## config.mk

```make
export PLATFORM = sky130hd
export DESIGN_NAME = rf_access_arbiter
export DESIGN_NICKNAME = d
export VERILOG_FILES = /design/src/rtl/rf_arb_pkg.sv /design/src/rtl/rr_arbiter2.sv /design/src/rtl/rf_access_arbiter.sv
export SDC_FILE = /design/constraint.sdc
export NUM_CORES = 1
export LEC_CHECK = 0
export ABC_AREA = 1
export CAP_MARGIN = 10
export CORE_AREA = 2 2 69 71
export CTS_BUF_LIST = sky130_fd_sc_hd__clkbuf_8
export DETAILED_ROUTE_END_ITERATION = 10
export DIE_AREA = 0 0 71 73
export PLACE_DENSITY = 0.84
export SLEW_MARGIN = 10
export SYNTH_ARGS = -nofsm -noshare
export SYNTH_HDL_FRONTEND = slang
export SYNTH_SLANG_ARGS = --single-unit
```

## constraint.sdc

```tcl
create_clock -name clk -period 2 [get_ports clk]
set_input_delay 0.4 -clock clk [delete_from_list [all_inputs] [get_ports clk]]
set_output_delay 0.4 -clock clk [all_outputs]
set_load 0.02 [all_outputs]
```

## src/rtl/rf_arb_pkg.sv

```systemverilog
`default_nettype none
// ============================================================================
// Module      : rf_arb_pkg
// Description : Shared defaults and enumerations for the register-file
//               access arbiter (FSM states, requester identifiers).
// Revision    : 1.0 - initial release
// ============================================================================
package rf_arb_pkg;

  localparam int c_NUM_REGS = 16;
  localparam int c_ADDR_W   = 4;
  localparam int c_DATA_W   = 8;

  // Arbiter FSM: normal arbitration or sweeping clear of the register file
  typedef enum logic [0:0] {
    ST_ARB   = 1'b0,
    ST_CLEAR = 1'b1
  } arb_state_t;

  // Requester identity, used for grant history and read-response routing
  typedef enum logic [0:0] {
    REQ_A = 1'b0,
    REQ_B = 1'b1
  } req_id_t;

endpackage
`default_nettype wire

```

## src/rtl/rr_arbiter2.sv

```systemverilog
`default_nettype none
// ============================================================================
// Module      : rr_arbiter2
// Description : Two-requester round-robin arbiter. Grants are combinational
//               from the requests; the grant history only advances when the
//               grant is actually consumed (accept high).
// Revision    : 1.0 - initial release
// ============================================================================
module rr_arbiter2
  import rf_arb_pkg::*;
(
  input  logic       clk,
  input  logic       reset,
  input  logic [1:0] req,
  input  logic       accept,
  output logic [1:0] gnt
);

  req_id_t r_last_grant;

  // Single request wins outright; on a tie the requester not served last wins
  always_comb begin
    gnt = 2'b00;
    case (req)
      2'b01:   gnt = 2'b01;
      2'b10:   gnt = 2'b10;
      2'b11:   gnt = (r_last_grant == REQ_B) ? 2'b01 : 2'b10;
      default: gnt = 2'b00;
    endcase
  end

  // Remember who was served; reset to B so that A wins the first tie
  always_ff @(posedge clk) begin
    if (reset) begin
      r_last_grant <= REQ_B;
    end else if (accept && (gnt != 2'b00)) begin
      r_last_grant <= gnt[1] ? REQ_B : REQ_A;
    end
  end

endmodule
`default_nettype wire

```

## src/rtl/rf_access_arbiter.sv

```systemverilog
`default_nettype none
// ============================================================================
// Module      : rf_access_arbiter
// Description : Arbitrates two requesters onto a single-write / single-read
//               register file port, one transaction per cycle, with a
//               hardware clear sequence that zeroes every register.
// Revision    : 1.0 - initial release
// ============================================================================
module rf_access_arbiter
  import rf_arb_pkg::*;
#(
  parameter int NUM_REGS = c_NUM_REGS,
  parameter int ADDR_W   = c_ADDR_W,
  parameter int DATA_W   = c_DATA_W
) (
  input  logic              clk,
  input  logic              reset,
  input  logic              a_valid,
  input  logic              a_write,
  input  logic [ADDR_W-1:0] a_addr,
  input  logic [DATA_W-1:0] a_wdata,
  output logic              a_ready,
  output logic              a_rvalid,
  output logic [DATA_W-1:0] a_rdata,
  input  logic              b_valid,
  input  logic              b_write,
  input  logic [ADDR_W-1:0] b_addr,
  input  logic [DATA_W-1:0] b_wdata,
  output logic              b_ready,
  output logic              b_rvalid,
  output logic [DATA_W-1:0] b_rdata,
  input  logic              clr_start,
  output logic              clr_busy,
  output logic              rf_write_enable,
  output logic [ADDR_W-1:0] rf_write_addr,
  output logic [DATA_W-1:0] rf_write_data,
  output logic [ADDR_W-1:0] rf_read_addr,
  input  logic [DATA_W-1:0] rf_read_data
);

  localparam logic [ADDR_W-1:0] c_CLR_LAST = ADDR_W'(NUM_REGS - 1);

  arb_state_t        r_state;
  arb_state_t        w_state_next;
  logic [ADDR_W-1:0] r_clr_cnt;
  logic [ADDR_W-1:0] w_clr_cnt_next;

  logic [1:0]        w_gnt;
  logic              w_arb_open;
  logic              w_acc;
  logic              w_acc_write;
  logic [ADDR_W-1:0] w_acc_addr;
  logic [DATA_W-1:0] w_acc_data;
  req_id_t           w_acc_id;

  logic              w_wr_en_next;
  logic [ADDR_W-1:0] w_wr_addr_next;
  logic [DATA_W-1:0] w_wr_data_next;

  logic              r_rd_pend;
  req_id_t           r_rd_owner;

  rr_arbiter2 u_rr_arbiter2 (
    .clk    (clk),
    .reset  (reset),
    .req    ({b_valid, a_valid}),
    .accept (w_arb_open),
    .gnt    (w_gnt)
  );

  // Requests are only served in ARB, and a clear request that cycle blocks them
  assign w_arb_open  = (r_state == ST_ARB) && !clr_start;
  assign a_ready     = w_arb_open && w_gnt[0];
  assign b_ready     = w_arb_open && w_gnt[1];
  assign w_acc       = a_ready || b_ready;
  assign w_acc_id    = w_gnt[1] ? REQ_B : REQ_A;
  assign w_acc_write = w_gnt[1] ? b_write : a_write;
  assign w_acc_addr  = w_gnt[1] ? b_addr  : a_addr;
  assign w_acc_data  = w_gnt[1] ? b_wdata : a_wdata;
  assign clr_busy    = (r_state == ST_CLEAR);

  // Next state, clear counter and next write-port contents
  always_comb begin
    w_state_next   = r_state;
    w_clr_cnt_next = r_clr_cnt;
    w_wr_en_next   = 1'b0;
    w_wr_addr_next = rf_write_addr;
    w_wr_data_next = rf_write_data;
    case (r_state)
      ST_ARB: begin
        if (clr_start) begin
          // First clear write (address 0) is presented on entry to CLEAR
          w_state_next   = ST_CLEAR;
          w_clr_cnt_next = '0;
          w_wr_en_next   = 1'b1;
          w_wr_addr_next = '0;
          w_wr_data_next = '0;
        end else if (w_acc && w_acc_write) begin
          w_wr_en_next   = 1'b1;
          w_wr_addr_next = w_acc_addr;
          w_wr_data_next = w_acc_data;
        end
      end
      ST_CLEAR: begin
        // Counter always equals the address being cleared this cycle
        if (r_clr_cnt == c_CLR_LAST) begin
          w_state_next   = ST_ARB;
          w_clr_cnt_next = '0;
        end else begin
          w_clr_cnt_next = r_clr_cnt + ADDR_W'(1);
          w_wr_en_next   = 1'b1;
          w_wr_addr_next = r_clr_cnt + ADDR_W'(1);
          w_wr_data_next = '0;
        end
      end
      default: begin
        w_state_next   = ST_ARB;
        w_clr_cnt_next = '0;
      end
    endcase
  end

  // FSM state and clear counter
  always_ff @(posedge clk) begin
    if (reset) begin
      r_state   <= ST_ARB;
      r_clr_cnt <= '0;
    end else begin
      r_state   <= w_state_next;
      r_clr_cnt <= w_clr_cnt_next;
    end
  end

  // Registered register-file write port
  always_ff @(posedge clk) begin
    if (reset) begin
      rf_write_enable <= 1'b0;
      rf_write_addr   <= '0;
      rf_write_data   <= '0;
    end else begin
      rf_write_enable <= w_wr_en_next;
      rf_write_addr   <= w_wr_addr_next;
      rf_write_data   <= w_wr_data_next;
    end
  end

  // Read pipeline: address issued the cycle after accept, data returned one later
  always_ff @(posedge clk) begin
    if (reset) begin
      rf_read_addr <= '0;
      r_rd_pend    <= 1'b0;
      r_rd_owner   <= REQ_A;
      a_rvalid     <= 1'b0;
      b_rvalid     <= 1'b0;
      a_rdata      <= '0;
      b_rdata      <= '0;
    end else begin
      r_rd_pend <= w_acc && !w_acc_write;
      if (w_acc && !w_acc_write) begin
        rf_read_addr <= w_acc_addr;
        r_rd_owner   <= w_acc_id;
      end
      a_rvalid <= r_rd_pend && (r_rd_owner == REQ_A);
      b_rvalid <= r_rd_pend && (r_rd_owner == REQ_B);
      if (r_rd_pend && (r_rd_owner == REQ_A)) begin
        a_rdata <= rf_read_data;
      end
      if (r_rd_pend && (r_rd_owner == REQ_B)) begin
        b_rdata <= rf_read_data;
      end
    end
  end

endmodule
`default_nettype wire

```

==> flow_summary.json, run 1 <==
{
  "finalWorstPathRequiredPeriod_ns": 1.96,
  "outcome": "completed",
  "core.rowCount": 25,
  "post-route-period-util_pct": 98.2,
  "cts_made_buffers": 5,
  "hold_path_startpoint": "r_clr_cnt[3]",
  "largest_family_of_logic_cells_by_synthesized_area": "simple AND/OR/NAND/NOR gates",
  "post_synth_main_area_contributors": "sky130_fd_sc_hd__dfxtp_1 (44%), sky130_fd_sc_hd__nand2_1 (13%), sky130_fd_sc_hd__nor2_1 (12%)",
  "synth.avg_cell_area_um2": 6.72,
  "yosys_register_bits": 43,
  "detailedPlacementHpwl_um": 3770,
  "chipHeight_um": 73,
  "ant_cells": 0,
  "crit_path_start": "a_valid",
  "muxShareOfSynthArea_pct": 0,
  "dp.cells": 420,
  "drt-wirelength-per-cell_um": 12.2,
  "critical_path.endpoint_type": "output port",
  "slew_viol_final": 0,
  "initial_antenna_violation_count": 0,
  "ctsLongestPathBuffers": 2,
  "area_fraction_in_compound_gates_after_synthesis_pct": 10.2,
  "cp_slowest_stage_delay_ns": 0.50,
  "post-synth-top-area-cell": "sky130_fd_sc_hd__dfxtp_1",
  "reg2reg_from": "r_clr_cnt[0]",
  "fp.coreArea_mm2": 0.00454,
  "drive_gt1_share_pct": 7.24,
  "total_leakage_power_nw": 1.32,
  "global_route.overflow_total": 0,
  "final_area_mm2": 0.00290,
  "ys_seq_area_share_pct": 44.0,
  "detailed_router_s_first_iteration_violation_count": 122,
  "cp_top_family": "buffers and inverters",
  "crit_path_start_kind": "input pin",
  "drt-total-wl_um": 5230,
  "total_power_mw": 1.97,
  "skew_ns": 0.00547,
  "max_h_tree_level": 2,
  "boundaryPins": 77,
  "postCtsSetupBuffers": 0,
  "gp_congestion": 0.898,
  "port_buffers": 76,
  "timing.max_cap.violations": 0,
  "tritoncts_num_sinks": 43,
  "worst_path_required_time_ns": 1.60,
  "tritoncts_clock_tree": "yes",
  "area_growth_syn_to_layout_pct": 48.2,
  "number_of_nets_in_the_layout": 413,
  "netlist_instances": 291,
  "maximum_number_of_pins_on_one_net_before_global_route_repair": 30,
  "cp_data_arrival_time_ns": 1.56,
  "adder_and_majority_gate_portion_of_the_synthesized_area_pct": 0.640,
  "yosysTopAreaCellShare_pct": 44.0,
  "syn-cell-area_mm2": 0.00195,
  "detail_route.first_pass.iterations": 4,
  "synth_warnings": 0,
  "max-vdd-ir-drop_v": 0.000439,
  "timing.critical_path.fanout_max": 4,
  "timing.critical_path.cells": "clkdlybuf4s50_1 -> nand3_1 -> nand2_2 -> inv_2 -> nor3_1 -> buf_2",
  "clkTransAtPathRegs_ns": 0.08,
  "worst_hold_path_type": "register to register",
  "layout.filler_cells": 423,
  "timing.critical_path.slowest_stage_cell": "sky130_fd_sc_hd__clkdlybuf4s50_1",
  "drt_drc_violations_left": 0,
  "max-slew-margin-rel_pct": 52.2,
  "drt_antenna_net_count": 0,
  "setup_viol": 0,
  "fmaxAchievable_mhz": 509,
  "yosysUniqueCellTypes": 22,
  "vias": 2073,
  "finalHoldWorstSlack_ns": 0.476,
  "post_dp_cell_area_mm2": 0.00279,
  "floorplan.die_area_mm2": 0.00518,
  "worst-setup-path-type": "input pin to output port",
  "number_of_standard_cells_in_the_final_layout_excluding_fillers": 427,
  "grt_setup_unrepaired": "no",
  "root_buffer": "sky130_fd_sc_hd__clkbuf_8",
  "final_core_util_pct": 63.9,
  "chipWidth_um": 71,
  "finalHoldViolCount": 0,
  "clock_insertion_delay_worst_skew_ns": 0.29,
  "slew_at_the_pin_closest_to_its_max_slew_limit_ns": 0.716,
  "synthSimpleGateAreaFrac_pct": 35.0,
  "worst-path-buf-inv": 3,
  "p_per_area_mw_per_mm2": 679,
  "viasPerCell": 4.85,
  "synth.net_count": 331,
  "grt_pass1_wl_um": 8530,
  "global_route.usage.total_pct": 20.6,
  "start_util_pct": 43.1,
  "synth_xor_area_share_pct": 0,
  "first_global_vias": 1950
}
-- flip-flops by register name, indices dropped and copies added (netlist names), 4 cells and up --
signal and flops:
r_clr_cnt 4, rf_write_data 8, a_rdata 8, rf_read_addr 4
rf_write_addr 4, b_rdata 8
-- cell usage in the layout, fill, tap and decap left out --
cell type / instances
sky130_fd_sc_hd__clkdlybuf4s50_1: 74
sky130_fd_sc_hd__clkdlybuf4s15_2: 1
sky130_fd_sc_hd__nand2_1: 66
sky130_fd_sc_hd__buf_2: 1
sky130_fd_sc_hd__dfxtp_1: 43
sky130_fd_sc_hd__buf_4: 9
sky130_fd_sc_hd__inv_2: 2
sky130_fd_sc_hd__nand3_2: 1
sky130_fd_sc_hd__nand2_4: 2
sky130_fd_sc_hd__nor2_2: 1
sky130_fd_sc_hd__a21oi_1: 18
sky130_fd_sc_hd__bufinv_16: 1
sky130_fd_sc_hd__nand2_2: 2
sky130_fd_sc_hd__o21ai_0: 22
sky130_fd_sc_hd__nor2_4: 1
sky130_fd_sc_hd__inv_1: 35
sky130_fd_sc_hd__nand3_1: 24
sky130_fd_sc_hd__nor2_8: 1
sky130_fd_sc_hd__or2_1: 2
sky130_fd_sc_hd__clkinv_1: 1
sky130_fd_sc_hd__nor3_1: 1
sky130_fd_sc_hd__nor2_1: 59
sky130_fd_sc_hd__clkbuf_8: 5
sky130_fd_sc_hd__ha_1: 1
-- logic make-up after synthesis --
group                      Yosys count
buffers and inverters               47
adders and majority gates            1
and+or+nand+nor                    160
DFF                                 43
AOI/OAI and AO/OA                   40
-- metal layers --
| layer | part of all wire [%] | vias up | track usage, % |
|---|---|---|---|
| li1 | - | 1065 | - |
| met1 | 42 | 926 | 23.6 |
| met2 | 49 | 66 | 36.9 |
| met3 | 5.8 | 16 | 4.42 |
| met4 | 3.1 | 0 | 9.64 |
| met5 | 0 | - | 0 |
-- final timing paths --
path,to,slack [ns],depth (start not counted)
max,a_ready,0.04,6
max reg2reg,rf_write_addr[0],0.27,8
min reg2reg,r_clr_cnt[3],0.48,2
min,r_clr_cnt[3],0.48,2
-- power breakdown --
| group | switching (mW) | internal [mW] | total (mW) |
|---|---|---|---|
| Sequential | 0.0231 | 0.896 | 0.919 |
| Combinational | 0.210 | 0.198 | 0.408 |
| Clock | 0.278 | 0.361 | 0.639 |
| Total | 0.512 | 1.46 | 1.97 |
-- Yosys cell counts --
cell type	instances
sky130_fd_sc_hd__nand2_4	2
sky130_fd_sc_hd__clkinv_1	1
sky130_fd_sc_hd__buf_2	1
sky130_fd_sc_hd__buf_4	1
sky130_fd_sc_hd__nor2_8	1
sky130_fd_sc_hd__nor2_4	1
sky130_fd_sc_hd__clkbuf_1	5
sky130_fd_sc_hd__nand3_2	1
sky130_fd_sc_hd__nor2_1	60
sky130_fd_sc_hd__nand2_1	67
sky130_fd_sc_hd__dfxtp_1	43
sky130_fd_sc_hd__inv_2	2
sky130_fd_sc_hd__ha_1	1
sky130_fd_sc_hd__buf_6	2
sky130_fd_sc_hd__nand2_2	1
sky130_fd_sc_hd__inv_1	34
sky130_fd_sc_hd__or2_1	2
sky130_fd_sc_hd__o21ai_0	22
sky130_fd_sc_hd__nor3_1	1
sky130_fd_sc_hd__buf_1	1
sky130_fd_sc_hd__nand3_1	24
sky130_fd_sc_hd__a21oi_1	18
-- area by class of cell --
type	instances	area, um2	share of cell area [%]
clock buffer	5	68.8	2.38
timing repair buffer	85	825	28.5
sequential	43	861	29.7
tap	54	67.6	2.33
multi-input combinational	201	902	31.1
clock inverter	2	33.8	1.17
inverter	37	139	4.79
-- worst reg2reg max path, stage by stage (launching register included) --
cell,delay (ns)
sky130_fd_sc_hd__dfxtp_1,0.38
sky130_fd_sc_hd__ha_1,0.20
sky130_fd_sc_hd__nand2_1,0.06
sky130_fd_sc_hd__nor2_1,0.14
sky130_fd_sc_hd__nand2_1,0.40
sky130_fd_sc_hd__nand2_4,0.28
sky130_fd_sc_hd__nand2_1,0.07
sky130_fd_sc_hd__nand2_1,0.06
sky130_fd_sc_hd__nor2_1,0.05
-- through the flow --
stage	TNS (ns)	setup WS [ns]
after global routing	0	0.00497
final	0	0.0366
after floorplan	0	0.286
after CTS	0	0.0162
after detailed placement	-0.986	-0.404
after global placement	-0.572	-0.317
-- timing repair --
action                     in CTS  in global routing
gates resized for setup         8                  2
setup endpoints to repair       2                  2
hold buffers                    0                  0
pin swaps                       0                  0
(Power assumes the default switching activity.)
==> run 2: changes to the inputs <==
--- a/config.mk
+++ b/config.mk
@@ -7,11 +7,12 @@
 export LEC_CHECK = 0
 export ABC_AREA = 1
 export CAP_MARGIN = 10
-export CORE_AREA = 2 2 69 71
+export CORE_AREA = 5 5 72 74
 export CTS_BUF_LIST = sky130_fd_sc_hd__clkbuf_8
 export DETAILED_ROUTE_END_ITERATION = 10
-export DIE_AREA = 0 0 71 73
+export DIE_AREA = 0 0 77 79
 export PLACE_DENSITY = 0.84
+export SETUP_SLACK_MARGIN = 0.15
 export SLEW_MARGIN = 10
 export SYNTH_ARGS = -nofsm -noshare
 export SYNTH_HDL_FRONTEND = slang
==> run 2 against run 1 <==
  * Clock power is 19% lower
  * Die area increased by 17%
  * Sequential power barely moved
  * Critical path depth fell by 5
  * Total power down 6.1%
  * Non-clock buffer count grew 3
==> flow_summary.json, run 2 (same netlist as run 1, synthesis figures left out) <==
{
  "outcome": "completed",
  "hold_buffers": 0,
  "drt-total-wl_um": 5190,
  "total_power_mw": 1.85,
  "start_util_pct": 43.1,
  "fp.coreArea_mm2": 0.00454,
  "worst_path_required_time_ns": 1.60,
  "worst-path-buf-inv": 1,
  "hold_path_startpoint": "r_clr_cnt[3]",
  "total_leakage_power_nw": 1.36,
  "layout_common_cells": "sky130_fd_sc_hd__clkdlybuf4s50_1 (70), sky130_fd_sc_hd__nand2_1 (65), sky130_fd_sc_hd__nor2_1 (60)",
  "drt-wirelength-per-cell_um": 12.0,
  "drt_antenna_net_count": 0,
  "chipWidth_um": 77,
  "clock_insertion_delay_worst_skew_ns": 0.28,
  "tritoncts_clock_tree": "yes",
  "tritoncts_num_sinks": 43,
  "cp_top_family": "buffers and inverters",
  "crit_path_start": "rf_read_addr[3]",
  "initial_antenna_violation_count": 0,
  "max-slew-margin-rel_pct": 49.4,
  "critical_path.endpoint_type": "output port",
  "timing.max_cap.violations": 0,
  "timing.reg2reg.worst_path_depth": 8,
  "setup_viol": 0,
  "global_route.usage.total_pct": 17.2,
  "core.rowCount": 25,
  "port_buffers": 76,
  "cp.depth": 1,
  "crit_path_start_kind": "register",
  "post_dp_cell_area_mm2": 0.00282,
  "area_growth_syn_to_layout_pct": 49.1,
  "detailedPlacementHpwl_um": 3910,
  "cp_data_arrival_time_ns": 1.26,
  "gp_congestion": 0.830,
  "post-place-ws_ns": -0.437,
  "maximum_number_of_pins_on_one_net_before_global_route_repair": 30,
  "skew_ns": 0.00390,
  "chipHeight_um": 79,
  "max-vdd-ir-drop_v": 0.000460,
  "max_h_tree_level": 2,
  "global_route.overflow_total": 0,
  "timing.critical_path.fanout_max": 2,
  "setup_ws_ns": 0.335,
  "root_buffer": "sky130_fd_sc_hd__clkbuf_8",
  "cp_slowest_stage_delay_ns": 0.63,
  "ctsLongestPathBuffers": 2,
  "cts_made_buffers": 5,
  "drt_drc_violations_left": 0,
  "final_area_mm2": 0.00291,
  "fmaxAchievable_mhz": 601,
  "worst_hold_path_type": "register to register",
  "grt_setup_unrepaired": "no",
  "timing.critical_path.cells": "clkdlybuf4s50_1",
  "slew_at_the_pin_closest_to_its_max_slew_limit_ns": 0.758,
  "finalHoldViolCount": 0,
  "most_common_library_cell_in_the_layout_ignoring_fill_and_taps": "sky130_fd_sc_hd__clkdlybuf4s50_1",
  "whs_path_depth": 2,
  "fin_tns_setup_ns": 0,
  "ant_cells": 0,
  "slew_viol_final": 0,
  "drive_gt1_share_pct": 9.28,
  "timing.critical_path.slowest_stage_cell": "sky130_fd_sc_hd__clkdlybuf4s50_1",
  "reg2reg_from": "r_clr_cnt[0]",
  "detailed_router_s_first_iteration_violation_count": 73,
  "post-route-period-util_pct": 83.2,
  "detail_route.first_pass.iterations": 4,
  "first_global_vias": 1937,
  "number_of_nets_in_the_layout": 416,
  "boundaryPins": 77,
  "finalWorstPathRequiredPeriod_ns": 1.66,
  "viasPerCell": 4.60,
  "largestRegisters": "a_rdata: 8 flops, b_rdata: 8 flops, rf_write_data: 8 flops",
  "clkTransAtPathRegs_ns": 0.08,
  "p_per_area_mw_per_mm2": 634,
  "vias": 1984,
  "grt_pass1_wl_um": 8720,
  "worst-setup-path-type": "register to output port",
  "layout.filler_cells": 401,
  "floorplan.die_area_mm2": 0.00608
}
==> run 2: cell count changes in the layout (fill, tap and decap cells not counted), sizes merged <==
cell	change
buf	+4
inv	-1
clkdlybuf4s50	-4
dlymetal6s2s	+3
dlygate4sd2	+1
bufinv	-1
clkinv	+3
clkdlybuf4s15	-1
==> run 2: layout make-up <==
| class | count | area (um2) | area share (%) |
|---|---|---|---|
| inverters | 37 | 139 | 4.77 |
| flip-flops and latches | 43 | 862 | 29.6 |
| clock inverters | 3 | 15.0 | 0.515 |
| well taps | 54 | 67.6 | 2.32 |
| multi-input cells | 201 | 912 | 31.3 |
| clock buffers | 5 | 68.8 | 2.36 |
| repair buffers | 88 | 850 | 29.2 |
==> run 2: metal layers <==
| layer | routed length (um) | track usage [%] | vias up |
|---|---|---|---|
| met4 | 129 | 6.19 | 0 |
| met5 | 0 | 0 | - |
| met3 | 330 | 5.56 | 14 |
| met2 | 2450 | 29.4 | 53 |
| li1 | - | - | 1065 |
| met1 | 2280 | 20.2 | 852 |
==> run 2: worst min-delay path, cell delays in order, from the launching register on <==
cell	delay, ns
sky130_fd_sc_hd__dfxtp_1	0.32
sky130_fd_sc_hd__nand2_1	0.06
sky130_fd_sc_hd__a21oi_1	0.06
==> run 2: repair_timing <==
action	CTS	global route
gates resized for setup	13	6
pin swaps	0	2
setup buffers	0	0
setup endpoints to repair	3	3
==> run 2: path summary, 6_finish.rpt <==
check / end / slack (ns)
worst min register to register: r_clr_cnt[3] / 0.47
worst min-delay path: r_clr_cnt[3] / 0.47
worst max-delay path: rf_read_addr[3] / 0.34
worst max register to register: rf_write_addr[0] / 0.49
==> run 2: stage by stage <==
stage | cells | util [%] | hold slack, ns
finish | 431 | 64.2 | 0.474
global route | 431 | 64.2 | 0.495
CTS | 431 | 63.9 | 0.475
detailed placement | 423 | 62.1 | 0.456
global placement | 423 | 62.1 | 0.452
floorplan | 291 | - | 0.445
==> run 2: report_power, final <==
part / internal, mW / switching, mW
logic: 0.201 / 0.207
clock network: 0.239 / 0.281
registers: 0.896 / 0.0222
total: 1.34 / 0.511
